==> src/rtl/dff_share_arbiter.sv <==
// Shared WIDTH-bit register with round-robin grant and bounded lock.
// Ports: clk, rst_n, req/lock/wdata in; gnt, out, upd, owner out.
module dff_share_arbiter #(
  parameter int WIDTH    = 8,
  parameter int N_REQ    = 4,
  parameter int MAX_LOCK = 4
) (
  input  logic                       clk,
  input  logic                       rst_n,
  input  logic [N_REQ-1:0]           req,
  input  logic [N_REQ-1:0]           lock,
  input  logic [N_REQ*WIDTH-1:0]     wdata,
  output logic [N_REQ-1:0]           gnt,
  output logic [WIDTH-1:0]           out,
  output logic                       upd,
  output logic [$clog2(N_REQ)-1:0]   owner
);

  localparam int IW  = $clog2(N_REQ);
  localparam int LCW = $clog2(MAX_LOCK + 1);
  localparam logic [LCW-1:0] CNT_MAX = LCW'(MAX_LOCK);
  localparam logic [IW-1:0]  LAST    = IW'(N_REQ - 1);

  typedef enum logic {
    ARB,
    LOCKED
  } state_t;

  state_t           state_q, state_d;
  logic [IW-1:0]    ptr_q, ptr_d;
  logic [LCW-1:0]   cnt_q, cnt_d;
  logic [IW-1:0]    owner_q, owner_d;
  logic [WIDTH-1:0] out_q, out_d;
  logic             upd_q, upd_d;

  logic             rr_hit;
  logic [IW-1:0]    rr_idx;
  logic [IW-1:0]    scan_w;
  int               scan;
  logic             hold;
  logic             any;
  logic [IW-1:0]    gi;

  // Round-robin scan starting at ptr, wrapping modulo N_REQ
  always_comb begin
    rr_hit = 1'b0;
    rr_idx = '0;
    scan   = 0;
    scan_w = '0;
    for (int k = 0; k < N_REQ; k++) begin
      scan   = (int'(ptr_q) + k) % N_REQ;
      scan_w = IW'(scan);
      if (!rr_hit && req[scan_w]) begin
        rr_hit = 1'b1;
        rr_idx = scan_w;
      end
    end
  end

  // Owner keeps the register while its window is still open
  assign hold = (state_q == LOCKED) &&
                req[owner_q] &&
                (cnt_q < CNT_MAX);

  assign any = hold || rr_hit;
  assign gi  = hold ? owner_q : rr_idx;

  always_comb begin
    gnt = '0;
    if (any && rst_n) begin
      gnt = N_REQ'(1) << gi;
    end
  end

  always_comb begin
    state_d = ARB;
    ptr_d   = ptr_q;
    cnt_d   = '0;
    owner_d = owner_q;
    out_d   = out_q;
    upd_d   = 1'b0;
    if (any) begin
      out_d   = wdata[int'(gi)*WIDTH +: WIDTH];
      owner_d = gi;
      upd_d   = 1'b1;
      ptr_d   = (gi == LAST) ? '0 : gi + IW'(1);
      unique case (1'b1)
        hold: begin
          if (lock[gi]) begin
            state_d = LOCKED;
            cnt_d   = cnt_q + LCW'(1);
          end
        end
        default: begin
          if (lock[gi] && (MAX_LOCK > 1)) begin
            state_d = LOCKED;
            cnt_d   = LCW'(1);
          end
        end
      endcase
    end
  end

  always_ff @(posedge clk or negedge rst_n) begin
    if (!rst_n) begin
      state_q <= ARB;
      ptr_q   <= '0;
      cnt_q   <= '0;
      owner_q <= '0;
      out_q   <= '0;
      upd_q   <= 1'b0;
    end else begin
      state_q <= state_d;
      ptr_q   <= ptr_d;
      cnt_q   <= cnt_d;
      owner_q <= owner_d;
      out_q   <= out_d;
      upd_q   <= upd_d;
    end
  end

  assign out   = out_q;
  assign upd   = upd_q;
  assign owner = owner_q;

endmodule

==> config.mk <==
export PLATFORM = sky130hd
export DESIGN_NAME = dff_share_arbiter
export DESIGN_NICKNAME = d
export VERILOG_FILES = /design/src/rtl/dff_share_arbiter.sv
export SDC_FILE = /design/constraint.sdc
export NUM_CORES = 1
export LEC_CHECK = 0
export ABC_AREA = 1
export CAP_MARGIN = 20
export CORE_ASPECT_RATIO = 1.2
export CORE_MARGIN = 1.5
export CORE_UTILIZATION = 35
export DETAILED_ROUTE_END_ITERATION = 6
export PLACE_DENSITY = 0.68
export SYNTH_ARGS = -nofsm -noshare
export SYNTH_HDL_FRONTEND = slang
export SYNTH_SLANG_ARGS = --single-unit
==> constraint.sdc <==
create_clock -name clk -period 2.3 [get_ports clk]
set_input_delay 0.345 -clock clk [delete_from_list [all_inputs] [get_ports clk]]
set_output_delay 0.345 -clock clk [all_outputs]
set_load 0.1 [all_outputs]
Yosys cells after proc, flatten, opt, wreduce, memory -nomap -nowiden:

Index checks and enable logic that the tools add are counted.
Widths: inputs -> output; s select.

* word-level logic and storage cells: 61
* output and inout port bits: 15
* bits of input ports: 42
* register bits after elaboration: 17

* multiplexer cells: 30
* reductions and logical operators: 10
* $lt $le $gt $ge: 7
* shift operators: 2
* $add $sub $neg: 5
* eq/ne operators: 1

Operators by type and width (count)
* $shiftx 32x6->8: 1
* $lt 2x3->1 const B: 6
* $mux 1: 14
* $bmux 1 s2: 6
* $mux 2: 6
* $mux 3: 3
* $logic_and 1x1->1: 6
* $add 2x1->2 const B: 2
* $add 2x2->2 const B: 2
* $mux 4: 1
* $shl 1x2->4 const A: 1
* $add 3x1->3 const B: 1
* $logic_not 1->1: 3
* $lt 3x3->1 const B: 1
* $eq 2x2->1 const B: 1
* $logic_or 1x1->1: 1

Logic depth before layout (Yosys ltp):

Gate-level depths: netlist of run 1.

* depth after elaboration: 18
* mapped depth: 18
* gate-level depth less buffers: 16

Worst setup path after synthesis of run 1:

OpenSTA, ideal clock, no wires.

* path type: reg-to-output
* start point: register owner_q[1], in the netlist owner[1]
* end point: output gnt[3]
* buffers on the path: 0
* cell stages (with the launch flop): 14
* data arrival time: 3472 ps
* slack: -1517 ps
* path through: dfrtp_1 -> inv_1 -> a21oi_1 -> o21ai_0 -> nand3_1 -> inv_1 -> nand2_1 -> nand2_2 -> inv_4 -> nand2_8 -> inv_1 -> ha_1 -> inv_1 -> nor2_1

* cells in the longest elaborated chain, start to end: 7
* elaborated cells between the ends (all ways): 9
* those cells by class: shift: 1; mux: 4; reduce/logical: 4

Ends and longest elaborated chain
* start: declaration: RTL line 32 `logic [IW-1:0] owner_q, owner_d;`
* start signal: assignment: RTL line 116 `owner_q <= owner_d;`
* $bmux 1 s2: RTL line 62 `req[owner_q] &&`
* $mux 1 (not written as such): RTL line 62
* $logic_and 1x1->1: RTL line 61 `assign hold = (state_q == LOCKED) &&`
* $logic_and 1x1->1: RTL line 62
* $mux 2: RTL line 66 `assign gi = hold ? owner_q : rr_idx;`
* net gi[0]: RTL line 42 `logic [IW-1:0] gi;`
* $shl 1x2->4: RTL line 71 `gnt = N_REQ'(1) << gi;`
* $mux 4: RTL line 70 `if (any && rst_n) begin`
* end: declaration: RTL line 13 `output logic [N_REQ-1:0] gnt,`

The timed path passes the listed nets, and every way through them passes these cells. The select of a mux whose other input is x is not followed.

Worst setup path after layout of run 1:

* start point: register ptr_q[0]
* end point: output gnt[0]

* cells in the longest elaborated chain, start to end: 15
* elaborated cells between the ends (all ways): 30
* those cells by class: add/sub: 3; shift: 1; mux: 18; reduce/logical: 8

Ends and longest elaborated chain
* start: declaration: RTL line 30 `logic [IW-1:0] ptr_q, ptr_d;`
* start signal: assignment: RTL line 114 `ptr_q <= ptr_d;`
* branches (longest 14 deep; another with $add 2x1->2)
* $mux 4 *: RTL line 70

Every way passes the cells marked *. The select of a mux whose other input is x is not followed.

==> results.json, run 1 <==
{
  "critPathKind": "register to primary output",
  "die_height_um": 76.6,
  "syn_to_final_growth_pct": 67.5,
  "cp_data_required_time_ns": 1.96,
  "clock_path_buffers": 2,
  "diodes": 0,
  "wl_per_cell_um": 11.4,
  "critical_path_arrival_ns": 2.14,
  "path_clk_slew_ns": 0.06,
  "yosys.area.top_type": "dfrtp_1",
  "drt_drc_violations_left": 0,
  "core-area_sq_um": 4290,
  "ys.flop_type": "dfrtp_1",
  "relSlewSlack_pct": 81.4,
  "yosysUniqueCellTypes": 25,
  "fin_crit_sh_pct": 108,
  "violations": "negative setup slack",
  "synth-seq-cells": 17,
  "synthesis.instances": 240,
  "fin_area_sq_um": 2650,
  "rsz0062_at_grt": "true",
  "status": "finished with violations",
  "synthesis.nets": 287,
  "fin_nets": 369,
  "antenna_found_initial": 0,
  "avgViaCountPerCell": 4.56,
  "fmax_ghz": 0.403,
  "hold_class": "register to register",
  "rr_startpoint": "ptr_q[0]",
  "row_count": 26,
  "period_minus_slack_ns": 2.48,
  "crit_start": "ptr_q[0]",
  "syn_area_sq_um": 1580,
  "synth_xor_area_share_pct": 0,
  "regToRegEndpoint": "cnt_q[0]",
  "ys_seq_area_share_pct": 26.9,
  "r2r_slack_ns": 0.14,
  "grt.overflow.total": 0,
  "dpl.hpwl_um": 3190,
  "synthTopCellsByCount": "95 x nand2_1, 30 x inv_1, 27 x nand3_1",
  "tritoncts": "yes",
  "async_reset_ff_share_pct": 100,
  "yosys.area_share.simple_pct": 52.3,
  "worstSkewPairLatency_ns": 0.25,
  "slew_violations": 0,
  "setup.worst_path.start_class": "register",
  "tightest_slew_ns": 0.281,
  "hold_viol": 0,
  "clkSinkCount": 17,
  "synthMuxAreaShare_pct": 0,
  "synth.top_cell.area_share_pct": 26.9,
  "crit_end": "gnt[0]",
  "grt_max_degree": 18,
  "synth_compound_area_share_pct": 2.69,
  "grt_pass1_vias": 1662,
  "synth_edf_count": 0,
  "gp_congestion": 0.797,
  "yosys_warnings": 0,
  "synth_fa_ha_area_share_pct": 3.96,
  "fin_util_pct": 61.6,
  "drive_gt1_share_pct": 38.6,
  "numCtsBuffers": 3,
  "drt_iter0_drc": 95,
  "setup_violations": 4,
  "n_fill_cell": 400,
  "drv_cap": 0,
  "drt_pre_antenna_iters": 4,
  "ys_top_cells_by_area": "dfrtp_1 27%, nand2_1 23%, nand3_1 8.6%, inv_1 7.1%, nand2_2 6.7%",
  "yosysMostFrequentCell": "nand2_1",
  "setup-tns-final_ns": -0.705,
  "vias": 1720,
  "critPathMaxFanout": 9,
  "reg2regPathDepth": 19,
  "synth_area_per_cell_sq_um": 6.58,
  "synth_top_family_by_area": "simple AND/OR/NAND/NOR gates",
  "wirelength_um": 4290,
  "grt_use_total_pct": 17.7,
  "dieArea_sq_um": 4930,
  "place_area_sq_um": 2340,
  "num_io_pins": 57,
  "skew_ns": 0.00317,
  "ant_nets": 0,
  "critPathCaptureType": "primary output",
  "io_buffer_count": 56,
  "grt_pass1_wl_um": 7190,
  "fin_ws_ns": -0.182,
  "h-tree-depth": 1,
  "die_x_um": 64.3,
  "cts_root_buffer": "clkbuf_8",
  "start_util_pct": 36.8
}
## how the worst min path moves through the flow
| stage | to | from | cells past startpoint | slack [ns] |
|---|---|---|---|---|
| 6_report | out[1] | out[1] | 2 | 0.49 |
| 5_1_grt | out[4] | out[4] | 2 | 0.51 |
| 4_1_cts | out[4] | out[4] | 2 | 0.50 |
| 3_5_place_dp | out[4] | out[4] | 2 | 0.47 |
| 3_3_place_gp | out[2] | out[2] | 2 | 0.47 |
| 2_1_floorplan | cnt_q[0] | rst_n | 0 | 0.05 |
## metrics by stage
step,setup slack (ns),cells,hold slack [ns]
floorplan,-0.147,240,0.0494
global placement,-0.268,361,0.475
detailed placement,-0.307,361,0.474
CTS,-0.180,373,0.499
global route,-0.302,377,0.508
finish,-0.182,377,0.494
## metal layers
metal  vias to the layer above  track usage, %  share of wire [%]
met5                         -               0                  0
met1                       761            23.3                 42
met4                         0            2.55               0.49
met3                         2            3.10                5.9
li1                        899               -                  -
met2                        58            30.6                 51
## layout by cell type, fill, tap and decap left out, types with 2 or more instances in the layout
| cell type | synthesis | routed |
|---|---|---|
| nand3_4 | 2 | 3 |
| clkdlybuf4s50_1 | 0 | 37 |
| nor2_4 | 0 | 4 |
| nor2_2 | 2 | 2 |
| nand2_4 | 2 | 6 |
| nand3_2 | 2 | 9 |
| buf_12 | 1 | 6 |
| dlygate4sd2_1 | 0 | 3 |
| buf_4 | 1 | 35 |
| a21oi_1 | 2 | 2 |
| nand3b_1 | 8 | 8 |
| o21ai_0 | 5 | 3 |
| o21ai_2 | 0 | 2 |
| ha_4 | 0 | 4 |
| inv_4 | 1 | 2 |
| nor2_1 | 10 | 6 |
| dfrtp_4 | 0 | 2 |
| buf_6 | 4 | 3 |
| dfrtp_2 | 0 | 2 |
| inv_1 | 30 | 20 |
| dfrtp_1 | 17 | 13 |
| nand2_1 | 95 | 81 |
| clkbuf_8 | 0 | 3 |
| inv_2 | 2 | 10 |
| nand3_1 | 27 | 19 |
| nand2_2 | 17 | 27 |
## flip-flops by register name, summed over array words and instances (netlist names)
register,count
owner,2
state_q,1
cnt_q,3
upd,1
ptr_q,2
out,8
## cell families after synthesis
group,count (synthesis)
simple gates,167
flops,17
fa+ha+maj,5
buf+inv,43
compound gates,8
## layout make-up
class / instances / area, sq um / area share, %
Sequential cell: 17 / 435 / 16.5
Timing Repair Buffer: 85 / 826 / 31.2
Clock buffer: 4 / 45.0 / 1.70
Inverter: 35 / 149 / 5.63
Multi-Input combinational cell: 180 / 1120 / 42.4
Tap cell: 56 / 70.1 / 2.65
## worst max-delay path: stages, from the launching register on
cell     delay [ns]
dfrtp_2        0.45
buf_12         0.14
inv_8          0.07
nand2_2        0.06
nand2_4        0.10
nor2_1         0.06
nor2_2         0.15
nand3_4        0.10
nand2_2        0.10
inv_4          0.05
nand2_8        0.07
buf_4          0.12
ha_4           0.11
inv_2          0.04
nor2_4         0.09
buf_12         0.18
## what timing repair did
item                       CTS  global route
hold buffers                 0             0
setup endpoints to repair    4             4
resized for setup           27            23
pin swaps                    5             9
buffers inserted             8             4
Power of run 1 is left out: the tool's default activity adds up to more than one toggle a clock period on the data nets, which glitch-free logic cannot reach.
==> run 2: changes to the inputs <==
--- a/config.mk
+++ b/config.mk
@@ -10,6 +10,7 @@
 export CORE_ASPECT_RATIO = 1.2
 export CORE_MARGIN = 1.5
 export CORE_UTILIZATION = 35
+export CTS_CLUSTER_DIAMETER = 40
 export DETAILED_ROUTE_END_ITERATION = 6
 export PLACE_DENSITY = 0.68
 export SYNTH_ARGS = -nofsm -noshare
==> results of run 2 <==
Final layout, timing and power as in run 1 (identical DEF).
Power of run 2 is left out for the same reason.
